===== src/rtl/rvfi_trace_tx_if.sv =====
// Signal bundle between a core's RVFI retirement port, the trace transmitter
// and the byte-stream sink it feeds.
interface rvfi_trace_tx_if;
  logic        rvfi_valid;
  logic [31:0] rvfi_pc_rdata;
  logic [31:0] rvfi_insn;
  logic [4:0]  rvfi_rd_addr;
  logic [31:0] rvfi_rd_wdata;
  logic        rvfi_intr;
  logic [1:0]  rvfi_mode;

  // Byte stream: a byte transfers on a posedge where tx_valid && tx_ready.
  // Once tx_valid rises, tx_valid/tx_data hold until that transfer happens.
  logic        tx_valid;
  logic [7:0]  tx_data;
  logic        tx_ready;

  // Current serializer state (0 = IDLE, 1 = SEND) for checkers and debug.
  logic        fsm_state;

  modport master (
    output rvfi_valid, rvfi_pc_rdata, rvfi_insn, rvfi_rd_addr, rvfi_rd_wdata,
           rvfi_intr, rvfi_mode, tx_ready,
    input  tx_valid, tx_data, fsm_state
  );

  modport slave (
    input  rvfi_valid, rvfi_pc_rdata, rvfi_insn, rvfi_rd_addr, rvfi_rd_wdata,
           rvfi_intr, rvfi_mode, tx_ready,
    output tx_valid, tx_data, fsm_state
  );
endinterface


===== src/rtl/rvfi_trace_tx.sv =====
// Captures RVFI retirement records into a small FIFO and serializes each one
// as an 18-byte framed packet on an 8-bit valid/ready byte stream.
module rvfi_trace_tx #(
  parameter int unsigned DEPTH     = 4,
  parameter logic [7:0]  SYNC_BYTE = 8'hA5
) (
  input  logic               clk,
  input  logic               reset,
  rvfi_trace_tx_if.slave     bus,
  output logic [15:0]        dropped_count,
  output logic [63:0]        order,
  output logic               busy
);
  localparam int unsigned AW   = $clog2(DEPTH);
  localparam int unsigned RW   = 121;
  localparam logic [AW:0] FULL = (AW+1)'(DEPTH);

  typedef enum logic {IDLE = 1'b0, SEND = 1'b1} state_t;
  typedef logic [17:0][7:0] frame_t;

  // Record: {drop, intr, mode[1:0], rd_addr[4:0], order[15:0], pc, insn, rd_wdata}
  logic [RW-1:0] mem [DEPTH];
  logic [AW-1:0] wr_ptr;
  logic [AW-1:0] rd_ptr;
  logic [AW:0]   count;
  logic [AW:0]   count_d;
  logic          pending_drop;
  logic          push;
  logic          drop;
  logic          pop;

  state_t        state;
  state_t        state_d;
  frame_t        frame;
  frame_t        frame_d;
  logic [4:0]    byte_idx;
  logic [4:0]    byte_idx_d;
  logic          tx_valid_q;
  logic          tx_valid_d;
  logic [7:0]    tx_data_q;
  logic [7:0]    tx_data_d;

  function automatic frame_t build_frame(input logic [RW-1:0] r);
    frame_t     f;
    logic [7:0] x;
    f[0] = SYNC_BYTE;
    f[1] = {r[120], r[119], r[118:117], 4'b0000};
    f[2] = {3'b000, r[116:112]};
    f[3] = r[103:96];
    f[4] = r[111:104];
    for (int i = 0; i < 4; i++) begin
      f[5 + i]  = r[64 + 8*i +: 8];
      f[9 + i]  = r[32 + 8*i +: 8];
      f[13 + i] = r[8*i +: 8];
    end
    x = 8'h00;
    for (int i = 1; i < 17; i++) x = x ^ f[i];
    f[17] = x;
    return f;
  endfunction

  // Full/empty use the registered count: a pop in the same cycle never frees a slot.
  assign push    = bus.rvfi_valid && (count != FULL);
  assign drop    = bus.rvfi_valid && (count == FULL);
  assign pop     = (state == IDLE) && (count != '0);
  assign count_d = count + (AW+1)'(push) - (AW+1)'(pop);

  always_ff @(posedge clk) begin
    if (!reset) state <= IDLE;
    else        state <= state_d;
  end

  always_comb begin
    state_d    = state;
    byte_idx_d = byte_idx;
    frame_d    = frame;
    tx_valid_d = tx_valid_q;
    tx_data_d  = tx_data_q;
    case (state)
      IDLE: begin
        tx_valid_d = 1'b0;
        tx_data_d  = 8'h00;
        if (pop) begin
          frame_d    = build_frame(mem[rd_ptr]);
          byte_idx_d = 5'd0;
          state_d    = SEND;
          tx_valid_d = 1'b1;
          tx_data_d  = SYNC_BYTE;
        end
      end
      SEND: begin
        if (bus.tx_ready) begin
          if (byte_idx == 5'd17) begin
            state_d    = IDLE;
            tx_valid_d = 1'b0;
            tx_data_d  = 8'h00;
          end else begin
            byte_idx_d = byte_idx + 5'd1;
            tx_data_d  = frame[byte_idx_d];
          end
        end
      end
      default: state_d = IDLE;
    endcase
  end

  always_ff @(posedge clk) begin
    if (!reset) begin
      byte_idx   <= '0;
      frame      <= '0;
      tx_valid_q <= 1'b0;
      tx_data_q  <= 8'h00;
    end else begin
      byte_idx   <= byte_idx_d;
      frame      <= frame_d;
      tx_valid_q <= tx_valid_d;
      tx_data_q  <= tx_data_d;
    end
  end

  // Pointers wrap naturally at DEPTH because DEPTH is a power of two.
  always_ff @(posedge clk) begin
    if (!reset) begin
      wr_ptr        <= '0;
      rd_ptr        <= '0;
      count         <= '0;
      pending_drop  <= 1'b0;
      order         <= 64'd0;
      dropped_count <= 16'd0;
      busy          <= 1'b0;
    end else begin
      if (push) wr_ptr <= wr_ptr + AW'(1);
      if (pop)  rd_ptr <= rd_ptr + AW'(1);
      count <= count_d;
      order <= order + 64'(bus.rvfi_valid);
      if (drop) begin
        pending_drop <= 1'b1;
        if (dropped_count != 16'hFFFF) dropped_count <= dropped_count + 16'd1;
      end else if (push) begin
        pending_drop <= 1'b0;
      end
      busy <= (count_d != '0) || (state_d == SEND);
    end
  end

  always_ff @(posedge clk) begin
    if (reset && push)
      mem[wr_ptr] <= {pending_drop, bus.rvfi_intr, bus.rvfi_mode, bus.rvfi_rd_addr,
                      order[15:0], bus.rvfi_pc_rdata, bus.rvfi_insn, bus.rvfi_rd_wdata};
  end

  assign bus.tx_valid  = tx_valid_q;
  assign bus.tx_data   = tx_data_q;
  assign bus.fsm_state = state;
endmodule


===== src/flat_wrapper.sv =====
// flat-port wrapper written by rule: the top's interface ports become plain ports
module rvfi_trace_tx_flat 
#(
  parameter int unsigned DEPTH     = 4,
  parameter logic [7:0]  SYNC_BYTE = 8'hA5
)
  (clk, reset, dropped_count, order, busy, bus_rvfi_valid, bus_rvfi_pc_rdata, bus_rvfi_insn, bus_rvfi_rd_addr, bus_rvfi_rd_wdata, bus_rvfi_intr, bus_rvfi_mode, bus_tx_ready, bus_tx_valid, bus_tx_data, bus_fsm_state);
  rvfi_trace_tx_if bus_i ();
  input  logic clk;
  input  logic reset;
  output logic [15:0] dropped_count;
  output logic [63:0] order;
  output logic busy;
  input wire logic [$bits(bus_i.rvfi_valid)-1:0] bus_rvfi_valid;
  input wire logic [$bits(bus_i.rvfi_pc_rdata)-1:0] bus_rvfi_pc_rdata;
  input wire logic [$bits(bus_i.rvfi_insn)-1:0] bus_rvfi_insn;
  input wire logic [$bits(bus_i.rvfi_rd_addr)-1:0] bus_rvfi_rd_addr;
  input wire logic [$bits(bus_i.rvfi_rd_wdata)-1:0] bus_rvfi_rd_wdata;
  input wire logic [$bits(bus_i.rvfi_intr)-1:0] bus_rvfi_intr;
  input wire logic [$bits(bus_i.rvfi_mode)-1:0] bus_rvfi_mode;
  input wire logic [$bits(bus_i.tx_ready)-1:0] bus_tx_ready;
  output wire logic [$bits(bus_i.tx_valid)-1:0] bus_tx_valid;
  output wire logic [$bits(bus_i.tx_data)-1:0] bus_tx_data;
  output wire logic [$bits(bus_i.fsm_state)-1:0] bus_fsm_state;
  assign bus_i.rvfi_valid = bus_rvfi_valid;
  assign bus_i.rvfi_pc_rdata = bus_rvfi_pc_rdata;
  assign bus_i.rvfi_insn = bus_rvfi_insn;
  assign bus_i.rvfi_rd_addr = bus_rvfi_rd_addr;
  assign bus_i.rvfi_rd_wdata = bus_rvfi_rd_wdata;
  assign bus_i.rvfi_intr = bus_rvfi_intr;
  assign bus_i.rvfi_mode = bus_rvfi_mode;
  assign bus_i.tx_ready = bus_tx_ready;
  assign bus_tx_valid = bus_i.tx_valid;
  assign bus_tx_data = bus_i.tx_data;
  assign bus_fsm_state = bus_i.fsm_state;
  rvfi_trace_tx #(.DEPTH(DEPTH), .SYNC_BYTE(SYNC_BYTE)) u_core (.clk(clk), .reset(reset), .bus(bus_i), .dropped_count(dropped_count), .order(order), .busy(busy));
endmodule

===== config.mk =====
export PLATFORM = sky130hd
export DESIGN_NAME = rvfi_trace_tx_flat
export DESIGN_NICKNAME = d
export VERILOG_FILES = /design/src/rtl/rvfi_trace_tx_if.sv /design/src/rtl/rvfi_trace_tx.sv /design/src/flat_wrapper.sv
export SDC_FILE = /design/constraint.sdc
export NUM_CORES = 1
export LEC_CHECK = 0
export CORE_MARGIN = 1
export CORE_UTILIZATION = 30
export DETAILED_ROUTE_END_ITERATION = 12
export GPL_TIMING_DRIVEN = 0
export PLACE_DENSITY = 0.48
export SLEW_MARGIN = 30
export SYNTH_ARGS = -nofsm -noshare
export SYNTH_HDL_FRONTEND = slang
export SYNTH_SLANG_ARGS = --single-unit

===== constraint.sdc =====
create_clock -name clk -period 15.4 [get_ports clk]
set_clock_uncertainty 0.05 [all_clocks]
set_input_delay 3.08 -clock clk [delete_from_list [all_inputs] [get_ports clk]]
set_output_delay 3.08 -clock clk [all_outputs]
set_load 0.05 [all_outputs]

==> impl_metrics.xml <==
<?xml version="1.0" encoding="UTF-8"?>
<metrics>
  <group name="status">
    <metric name="outcome" unit="">finished, final reports clean</metric>
  </group>
  <group name="synth">
    <metric name="synthesized_netlist_net_count" unit="">2090</metric>
    <metric name="synth_edf_count" unit="">484</metric>
    <metric name="netlist_top_cells_count" unit="">sky130_fd_sc_hd__edfxtp_1 (484), sky130_fd_sc_hd__nand2_1 (296), sky130_fd_sc_hd__dfxtp_1 (236), sky130_fd_sc_hd__a21oi_1 (160), sky130_fd_sc_hd__mux4_2 (145)</metric>
    <metric name="avgSynthCellArea" unit="um2">14.5</metric>
    <metric name="synthDominantAreaCellType" unit="">sky130_fd_sc_hd__edfxtp_1</metric>
    <metric name="yosys_warnings" unit="">0</metric>
    <metric name="netlist.area_leader.share" unit="%">50.8</metric>
    <metric name="count_of_different_cell_masters_after_synthesis" unit="">51</metric>
    <metric name="synth-seq-area-share" unit="%">67.3</metric>
    <metric name="yosys_most_used_dff" unit="">sky130_fd_sc_hd__edfxtp_1</metric>
    <metric name="synthMostInstantiatedCell" unit="">sky130_fd_sc_hd__edfxtp_1</metric>
    <metric name="area_of_the_mapped_netlist" unit="um2">28600</metric>
    <metric name="register_bit_total_from_synthesis" unit="">720</metric>
    <metric name="synth_async_sr_flop_share" unit="%">0</metric>
    <metric name="biggest_area_contributors_in_the_synthesized_netlist" unit="">sky130_fd_sc_hd__edfxtp_1 (51%), sky130_fd_sc_hd__dfxtp_1 (17%), sky130_fd_sc_hd__mux4_2 (11%)</metric>
    <metric name="synthCells" unit="">1970</metric>
  </group>
  <group name="sta">
    <metric name="finalSetupViolations" unit="">0</metric>
    <metric name="whs" unit="ps">404</metric>
    <metric name="grt_setup_unrepaired" unit="">no</metric>
    <metric name="period_share" unit="%">39.0</metric>
    <metric name="worst_slack" unit="ps">9400</metric>
    <metric name="final.min_clock_period" unit="ps">6000</metric>
    <metric name="fin_setup_tns" unit="ps">0</metric>
    <metric name="slew-limit-headroom" unit="%">28.3</metric>
    <metric name="worst_slew_pin_tran" unit="ps">1080</metric>
    <metric name="max_freq" unit="GHz">0.167</metric>
    <metric name="hold_fails_final_rpt" unit="">0</metric>
    <metric name="slew_violations" unit="">0</metric>
  </group>
  <group name="detailed_routing">
    <metric name="drt_iter0_markers" unit="">1209</metric>
    <metric name="drcViolationCount" unit="">0</metric>
    <metric name="route.vias.total" unit="">17300</metric>
    <metric name="detail_route.wl_per_cell" unit="um">22.4</metric>
    <metric name="drt_wl_total" unit="mm">80.3</metric>
    <metric name="detail-route-antenna-nets" unit="">0</metric>
    <metric name="viasPerCell" unit="">4.83</metric>
    <metric name="firstDrtPassIters" unit="">5</metric>
  </group>
  <group name="pwr">
    <metric name="peakVddDrop" unit="mV">0.0910</metric>
    <metric name="powerDensity" unit="nW/um2">178</metric>
    <metric name="static-leakage-power" unit="nW">11.3</metric>
    <metric name="fin_total_pwr" unit="mW">6.26</metric>
  </group>
  <group name="finish">
    <metric name="final_area" unit="um2">35100</metric>
    <metric name="multi_input_comb_area" unit="um2">8860</metric>
    <metric name="finish.utilization" unit="%">37.4</metric>
    <metric name="final_cell_count_no_fill" unit="">3581</metric>
    <metric name="fraction_of_final_layout_cells_sized_beyond_drive_strength_1" unit="%">13.5</metric>
    <metric name="fillers" unit="">8895</metric>
    <metric name="finish.net_count" unit="">2383</metric>
    <metric name="area_growth_syn_to_layout" unit="%">22.9</metric>
    <metric name="seq_area" unit="um2">19300</metric>
    <metric name="n_antenna_cell" unit="">0</metric>
  </group>
  <group name="die">
    <metric name="num_io_pins" unit="">199</metric>
    <metric name="coreArea" unit="um2">93900</metric>
    <metric name="fp.dieH" unit="um">311</metric>
    <metric name="initial_utilization" unit="%">30.5</metric>
    <metric name="die-width" unit="um">311</metric>
    <metric name="die_outline_area" unit="um2">96600</metric>
    <metric name="num_rows" unit="">112</metric>
  </group>
  <group name="hold_path">
    <metric name="worstHoldPathType" unit="">reg2reg</metric>
  </group>
  <group name="critical_path">
    <metric name="worst_r2r_path_depth" unit="">8</metric>
    <metric name="critical_path.startpoint" unit="">bus_rvfi_valid</metric>
    <metric name="crit_arrival" unit="ps">6510</metric>
    <metric name="worst_setup_path_endpoint" unit="">u_core.order[49]</metric>
    <metric name="endpoint_kind" unit="">flop</metric>
    <metric name="worst-endpoint-required" unit="ps">15910</metric>
    <metric name="timing.reg2reg.setup_slack" unit="ps">11640</metric>
    <metric name="crit-reg2reg-capture" unit="">u_core.frame[139]</metric>
    <metric name="worst-setup-path-type" unit="">in2reg</metric>
    <metric name="timing.critical_path.fanout_max" unit="">10</metric>
    <metric name="worstSetupStartpointType" unit="">input pin</metric>
  </group>
  <group name="clock_network">
    <metric name="tritoncts" unit="">done</metric>
    <metric name="clk-insertion-delay-late" unit="ps">640</metric>
    <metric name="cts.repair_timing.setup_buffer_count" unit="">0</metric>
    <metric name="cts_htree_levels" unit="">3</metric>
    <metric name="cts_made_buffers" unit="">81</metric>
    <metric name="post_cts_hold_buffer_count" unit="">0</metric>
    <metric name="post_cts_resized" unit="">0</metric>
    <metric name="cts.path.max_buffers" unit="">3</metric>
    <metric name="cts.sinks" unit="">720</metric>
    <metric name="clock_tree.root_cell" unit="">sky130_fd_sc_hd__clkbuf_16</metric>
    <metric name="clock_pin_slew_worst_setup_and_hold_paths" unit="ps">60</metric>
  </group>
  <group name="placement">
    <metric name="dp.final_hpwl" unit="mm">58.2</metric>
    <metric name="post-place-cells" unit="">3434</metric>
    <metric name="placement.setup.worst_slack" unit="ps">8740</metric>
    <metric name="placed_cell_area" unit="um2">32500</metric>
    <metric name="final_weighted_congestion_in_routability_driven_placement" unit="">0.869</metric>
    <metric name="io_buffers" unit="">198</metric>
  </group>
  <group name="global_routing">
    <metric name="gr_util_met1" unit="%">21.5</metric>
    <metric name="global_routing_usage_on_met2" unit="%">27.6</metric>
    <metric name="antenna_found_initial" unit="">5</metric>
    <metric name="grt_pass1_vias" unit="">17700</metric>
    <metric name="total_global_routing_overflow" unit="">0</metric>
    <metric name="grt_first_pass_wirelength" unit="mm">118</metric>
    <metric name="gr-usage-met3" unit="%">3.75</metric>
    <metric name="gr-max-usage-layer" unit="">met2</metric>
    <metric name="track_usage" unit="%">16.6</metric>
    <metric name="grt_max_degree" unit="">36</metric>
  </group>
  <group name="job">
    <metric name="cap_viol_max_count" unit="">0</metric>
  </group>
</metrics>
[placed cells by master, fill, tap and decap left out, drive strengths merged, types with 3 or more instances in the layout]
cell type,count
buf,41
mux2i,15
o21a,4
o22ai,3
and4,7
nand2,296
nor3,16
bufinv,10
nor2,87
clkbuf,169
xor2,49
xnor2,123
a211oi,3
inv,27
and2,9
or4,13
nand3,49
o311ai,3
a21oi,160
clkdlybuf4s50,198
a32oi,3
nor4,13
clkinvlp,6
ha,11
edfxtp,484
mux4,145
nand4,10
o31ai,9
and3,18
o21ai,36
clkinv,34
mux2,5
or3,18
dfxtp,236
[critical path, stage by stage]
cell	delay, ps
sky130_fd_sc_hd__clkdlybuf4s50_1	790
sky130_fd_sc_hd__ha_1	250
sky130_fd_sc_hd__and2_1	170
sky130_fd_sc_hd__and4_1	200
sky130_fd_sc_hd__clkbuf_1	290
sky130_fd_sc_hd__nand2_1	370
sky130_fd_sc_hd__or4_1	650
sky130_fd_sc_hd__clkbuf_1	210
sky130_fd_sc_hd__or3_1	330
sky130_fd_sc_hd__a21oi_1	150
[metal layers]
layer,part of all wire [%],routed length (um)
met5,0.072,58
met4,2.4,1960
met3,5.0,4020
met2,49,39100
met1,44,35200
[power breakdown]
group | switching [mW] | internal, mW
clock network | 0.788 | 1.15
logic | 1.16 | 0.770
registers | 0.102 | 2.28
[cells by family (layout without fill, tap and decap cells)]
| kind of cell | Yosys count | count (layout) | share of synthesized area [%] |
|---|---|---|---|
| DFF | 720 | 720 | 67.3 |
| and+or+nand+nor | 543 | 543 | 8.55 |
| AOI/OAI and AO/OA | 230 | 230 | 4.37 |
| xor gates and xnor gates | 172 | 172 | 5.27 |
| muxes | 165 | 165 | 12.1 |
| buffers and inverters | 128 | 485 | 1.77 |
| adders and majority gates | 12 | 12 | 0.551 |
[registers in the layout, summed over array words and instances (netlist names), 2 cells and up, named ones only]
register	count
u_core.bus.tx_data	8
u_core.dropped_count	16
u_core.mem	484
u_core.byte_idx	5
u_core.wr_ptr	2
u_core.frame	130
u_core.order	64
u_core.count	3
u_core.rd_ptr	2
[worst min path at each step]
stage,cells past startpoint,endpoint,slack [ps],start
3_3_place_gp,2,u_core.frame[103],390,u_core.frame[103]
2_1_floorplan,2,u_core.frame[24],380,u_core.frame[24]
6_report,2,u_core.frame[96],400,u_core.frame[96]
4_1_cts,2,u_core.frame[68],400,u_core.frame[68]
5_1_grt,2,u_core.frame[68],420,u_core.frame[68]
3_5_place_dp,2,u_core.frame[68],390,u_core.frame[68]
[layout make-up]
type / instances / area share (%)
well taps: 1254 / 4.47
multi-input cells: 1122 / 25.2
clock buffers: 95 / 5.98
plain buffers: 103 / 1.18
repair buffers: 210 / 6.50
inverters: 25 / 0.267
flip-flops and latches: 720 / 54.8
clock inverters: 52 / 1.58
Note: power is estimated with default switching activity, not from simulation.
==> RTL change 1, RTL diff (same flow settings) <==
Compare `byte_idx` against `5'd17` with >= in place of ==.
--- a/src/rtl/rvfi_trace_tx.sv
+++ b/src/rtl/rvfi_trace_tx.sv
@@ -92,3 +92,3 @@
         if (bus.tx_ready) begin
-          if (byte_idx == 5'd17) begin
+          if (byte_idx >= 5'd17) begin
             state_d    = IDLE;
Formal check against the unedited RTL: same outputs for any inputs over 4 cycles, from zero or initial values and one cycle with reset low; that may be too few to reach the edited logic, so the function may still have changed.
==> RTL change 1 against the original RTL <==
Critical path depth decreased by 3; worst setup slack worse by 120 ps; cell area grew 1.8%; sequential cell count did not move; synthesized area grew 1.9%; wire length is 1.5% lower; worst hold slack improved by 2.3 ps; power down 0.16%; cell count is 0.14% higher; critical path type unchanged.
==> RTL change 1: results (changes against the original RTL) <==
- First-iteration detailed-routing DRC count: 1274 (+5.4%)
- Worst slack, placed: 8540 ps (-195 ps)
- Met2 Track Usage GR: 26.5% (-1.1 points)
- Max incr delay on CP: 620 ps (-170 ps)
- Sw Share: 32.4% (-0.48 points)
- Share of post-route cells with drive strength above 1: 14.0% (+0.56 points)
- Slowest-stage cell, CP: clkbuf_1
- Clk slew on worst S/H paths: 60 ps (about the same)
- Delay-heaviest family, CP: buffers and inverters
- Initial antenna violation count: 8 (+3)
- H-tree depth: 3 (unchanged)
- Num CTS Buffers: 83 (+2.5%)
- Final nets: 2370 (-0.55%)
- Syn Inst Count: 1955 (-0.76%)
- Hold path start: u_core.frame[136]
- Min-delay worst type: reg -> reg
- Routed WL: 79.2 mm (-1.5%)
- Syn Nets: 2075 (-0.72%)
- Sequential fraction of the synthesis area: 66.1% (-1.2 points)
- Post-synth cell types: 56 (+9.8%)
- Hpwl dp: 56.3 mm (-3.2%)
- Crit path from: reset
- First-pass GRT wire length: 116 mm (-1.4%)
- Hold_ws: 406 ps (+2.27 ps)
- R2R Setup Slk: 11040 ps (-600 ps)
- Leakage Power: 11.6 nW (+2.7%)
- CP Max Fanout: 37 (+27)
- Cell total after placement: 3430 (-0.12%)
- Finished Layout Cells: 3586 (+0.14%)
- Tot GR Track Use: 16.1% (-0.43 points)
- Placed Area: 33000 um^2 (+1.8%)
- Fillers: 9125 (+2.6%)
- Top cells by count, synth: edfxtp_1, nand2_1, dfxtp_1
- Max VDD drop: 74.1 uV (-19%)
- Pin count of the biggest net entering global routing: 38 (+5.6%)
- CP Data Arrival Time: 6390 ps (-120 ps)
- M1 GR Usage: 21.4% (-0.081 points)
- GP Congestion: 0.874 (+0.55%)
- Largest cells by area after synthesis: edfxtp_1, dfxtp_1, mux4_2
- Met3 usage: 3.30% (-0.45 points)
- DR vias/cell: 4.77 (-1.2%)
- Ys Warns: 0 (unchanged)
- Vias in the first global route: 17400 (-1.4%)
- Max-slew headroom: 41.8% (+14 points)
- Status: complete, no violations
- Max Freq: 163 MHz (-2.0%)
## RTL change 1: cell count changes after synthesis, sizes merged, moves of 10 or more
cell and delta:
and2 +56, xnor2 +14, a21oi -149, clkbuf -18, or4 -11, buf +14
o21ai +10, nor2b +15, a21boi +145, nor2 -67
## RTL change 1: cells by family after synthesis
kind of cell    count (synthesis)  share of synthesized area (%)
xor+xnor                      184                           5.58
flops                         720                           66.1
simple gates                  535                           8.72
buf+inv                       116                           1.86
fa+ha+maj                      12                          0.541
compound gates                224                           5.28
mux                           164                           11.9
## RTL change 1: power by group through the flow
stage	Sequential, mW	Clock, mW	Combinational [mW]
floorplan	2.43	0	1.26
finish	2.38	1.94	1.92
global placement	2.43	0	1.92
detailed placement	2.42	0	1.95
global route	2.40	2.07	2.07
CTS	2.38	2.00	1.96
## RTL change 1: routing by layer
layer,share of wire (%),vias to the layer above
met1,44,8638
li1,-,7866
met5,0.11,-
met2,48,453
met3,5.6,134
met4,2.2,16
## RTL change 1: layout make-up
| cell class | instances | area, um^2 | share of cell area, % |
|---|---|---|---|
| antenna | 1 | 2.50 | 0.00699 |
| buffer | 99 | 478 | 1.34 |
| clock buffer | 122 | 2390 | 6.67 |
| clock inverter | 33 | 332 | 0.927 |
| inverter | 17 | 63.8 | 0.178 |
| multi-input combinational | 1119 | 9360 | 26.2 |
| sequential | 720 | 19300 | 53.8 |
| tap | 1265 | 1580 | 4.42 |
| timing repair buffer | 210 | 2310 | 6.46 |
## RTL change 1: final timing paths
kind                        to  cells after the start
max          u_core.mem[1][75]                      7
min          u_core.frame[136]                      2
max reg2reg        u_core.busy                     15
min reg2reg  u_core.frame[136]                      2
## RTL change 1: tightest hold or removal path, cell delays in order (launching register included)
cell and delay, ps:
dfxtp_1 310, nand3_1 60, o21ai_1 50
==> RTL change 2, RTL diff (same flow settings) <==
Made on the original files. `DEPTH` is set to 4 in 2 places; all go to 2.
--- a/src/rtl/rvfi_trace_tx.sv
+++ b/src/rtl/rvfi_trace_tx.sv
@@ -3,3 +3,3 @@
 module rvfi_trace_tx #(
-  parameter int unsigned DEPTH     = 4,
+  parameter int unsigned DEPTH     = 2,
   parameter logic [7:0]  SYNC_BYTE = 8'hA5
--- a/src/flat_wrapper.sv
+++ b/src/flat_wrapper.sv
@@ -3,3 +3,3 @@
 #(
-  parameter int unsigned DEPTH     = 4,
+  parameter int unsigned DEPTH     = 2,
   parameter logic [7:0]  SYNC_BYTE = 8'hA5
Formal check against the unedited RTL: not equivalent (a bounded check fails within 10 cycles, from zero or initial values and one cycle with reset low).
==> RTL change 2 against the original RTL <==
Non-clock buffer count fell by 10; largest power group unchanged; wire length fell by 19%; sequential cell count fell by 246; highest routed layer is now met4; critical endpoint is now u_core.mem[0][54]; synthesized area fell by 28%; worst setup slack improved by 9.5 ps; cell area fell by 26%; worst hold slack improved by 20 ps; power fell by 29%.
==> RTL change 2: results (changes against the original RTL) <==
- Max incr delay on CP: 680 ps (-110 ps)
- Final nets: 2061 (-14%)
- First-pass GRT wire length: 94.8 mm (-20%)
- Cell total after placement: 2765 (-19%)
- Slowest-stage cell, CP: clkbuf_1
- Syn Nets: 1799 (-14%)
- Clk buf depth: 3 (unchanged)
- Max VDD drop: 82.0 uV (-10%)
- Finished Layout Cells: 2868 (-20%)
- CP Data Arrival Time: 6250 ps (-260 ps)
- Hpwl dp: 48.9 mm (-16%)
- Pin count of the biggest net entering global routing: 45 (+25%)
- Crit path from: reset
- R2R Setup Slk: 12140 ps (+500 ps)
- GP Congestion: 0.859 (-1.2%)
- DR vias: 14000 (-19%)
- Routed WL: 65.0 mm (-19%)
- Setup crit end: u_core.mem[0][54]
- Number of synthesized flops with an enable pin: 242 (-50%)
- Post-synth cell types: 71 (+39%)
- Met2 Track Usage GR: 29.9% (+2.4 points)
- Num CTS Buffers: 52 (-36%)
- Sequential fraction of the synthesis area: 57.5% (-9.9 points)
- Clock Latency Late Sink: 600 ps (-40 ps)
- M1 GR Usage: 24.3% (+2.8 points)
- Worst R2R Path Depth: 12 (+4)
- CP Max Fanout: 20 (+10)
- Worst slack, placed: 8810 ps (+72.9 ps)
- H-tree depth: 2 (-1)
- Fillers: 6542 (-26%)
- Crit Reg-Reg Endpoint: u_core.busy
- Ys Warns: 0 (unchanged)
- Status: complete, no violations
- Tot GR Track Use: 18.4% (+1.8 points)
- First-iteration detailed-routing DRC count: 932 (-23%)
- Vias in the first global route: 14300 (-19%)
- Met3 usage: 3.99% (+0.24 points)
- Syn avg cell area: 12.3 um^2 (-15%)
- Initial antenna violation count: 4 (-1)
- Top cells by count, synth: edfxtp_1, dfxtp_1, nor2_1
[RTL change 2: cell type report]
cell class | count | area share, %
Antenna cell | 5 | 0.0484
Buffer | 95 | 1.69
Clock buffer | 69 | 5.64
Clock inverter | 29 | 1.23
Inverter | 17 | 0.247
Multi-Input combinational cell | 1098 | 32.2
Sequential cell | 474 | 46.0
Tap cell | 873 | 4.22
Timing Repair Buffer | 208 | 8.72
[RTL change 2: kinds of logic after synthesis]
family	Yosys count	share of synthesized area (%)
AOI/OAI and AO/OA	217	7.29
xor gates and xnor gates	249	10.7
adders and majority gates	7	0.423
buffers and inverters	112	2.42
DFF	474	57.5
muxes	219	12.1
and+or+nand+nor	406	9.58
[RTL change 2: per-layer routing]
layer	vias up	share of wire, %	wire length, um
met1	6970	45	29400
li1	6663	-	-
met2	334	47	30400
met5	-	0	0
met3	81	5.4	3530
met4	0	2.7	1740
[RTL change 2: stage by stage]
stage	instance area (um^2)	hold slack, ps
after floorplan	20700	370
after global placement	23800	399
after detailed placement	24100	408
after CTS	25900	425
after global routing	25900	449
final	25900	423
[RTL change 2: how the worst min path moves through the flow]
stage,startpoint,to,slack (ps),depth (start not counted)
floorplan,u_core.pending_drop,u_core.mem[0][120],370,0
global placement,u_core.pending_drop,u_core.mem[0][120],400,0
detailed placement,u_core.pending_drop,u_core.mem[0][120],410,0
CTS,u_core.pending_drop,u_core.mem[0][120],420,0
global route,u_core.pending_drop,u_core.mem[0][120],450,0
finish,u_core.pending_drop,u_core.mem[0][120],420,0
[RTL change 2: report_power, final]
part,switching [mW],internal (mW)
logic,0.887,0.548
clock network,0.517,0.782
registers,0.140,1.55
total,1.54,2.88
[RTL change 2: worst max-delay path, delay by kind of cell]
family | cells | cell delay, ps
AND/OR/NAND/NOR | 2 | 740
buffers and inverters | 6 | 2390
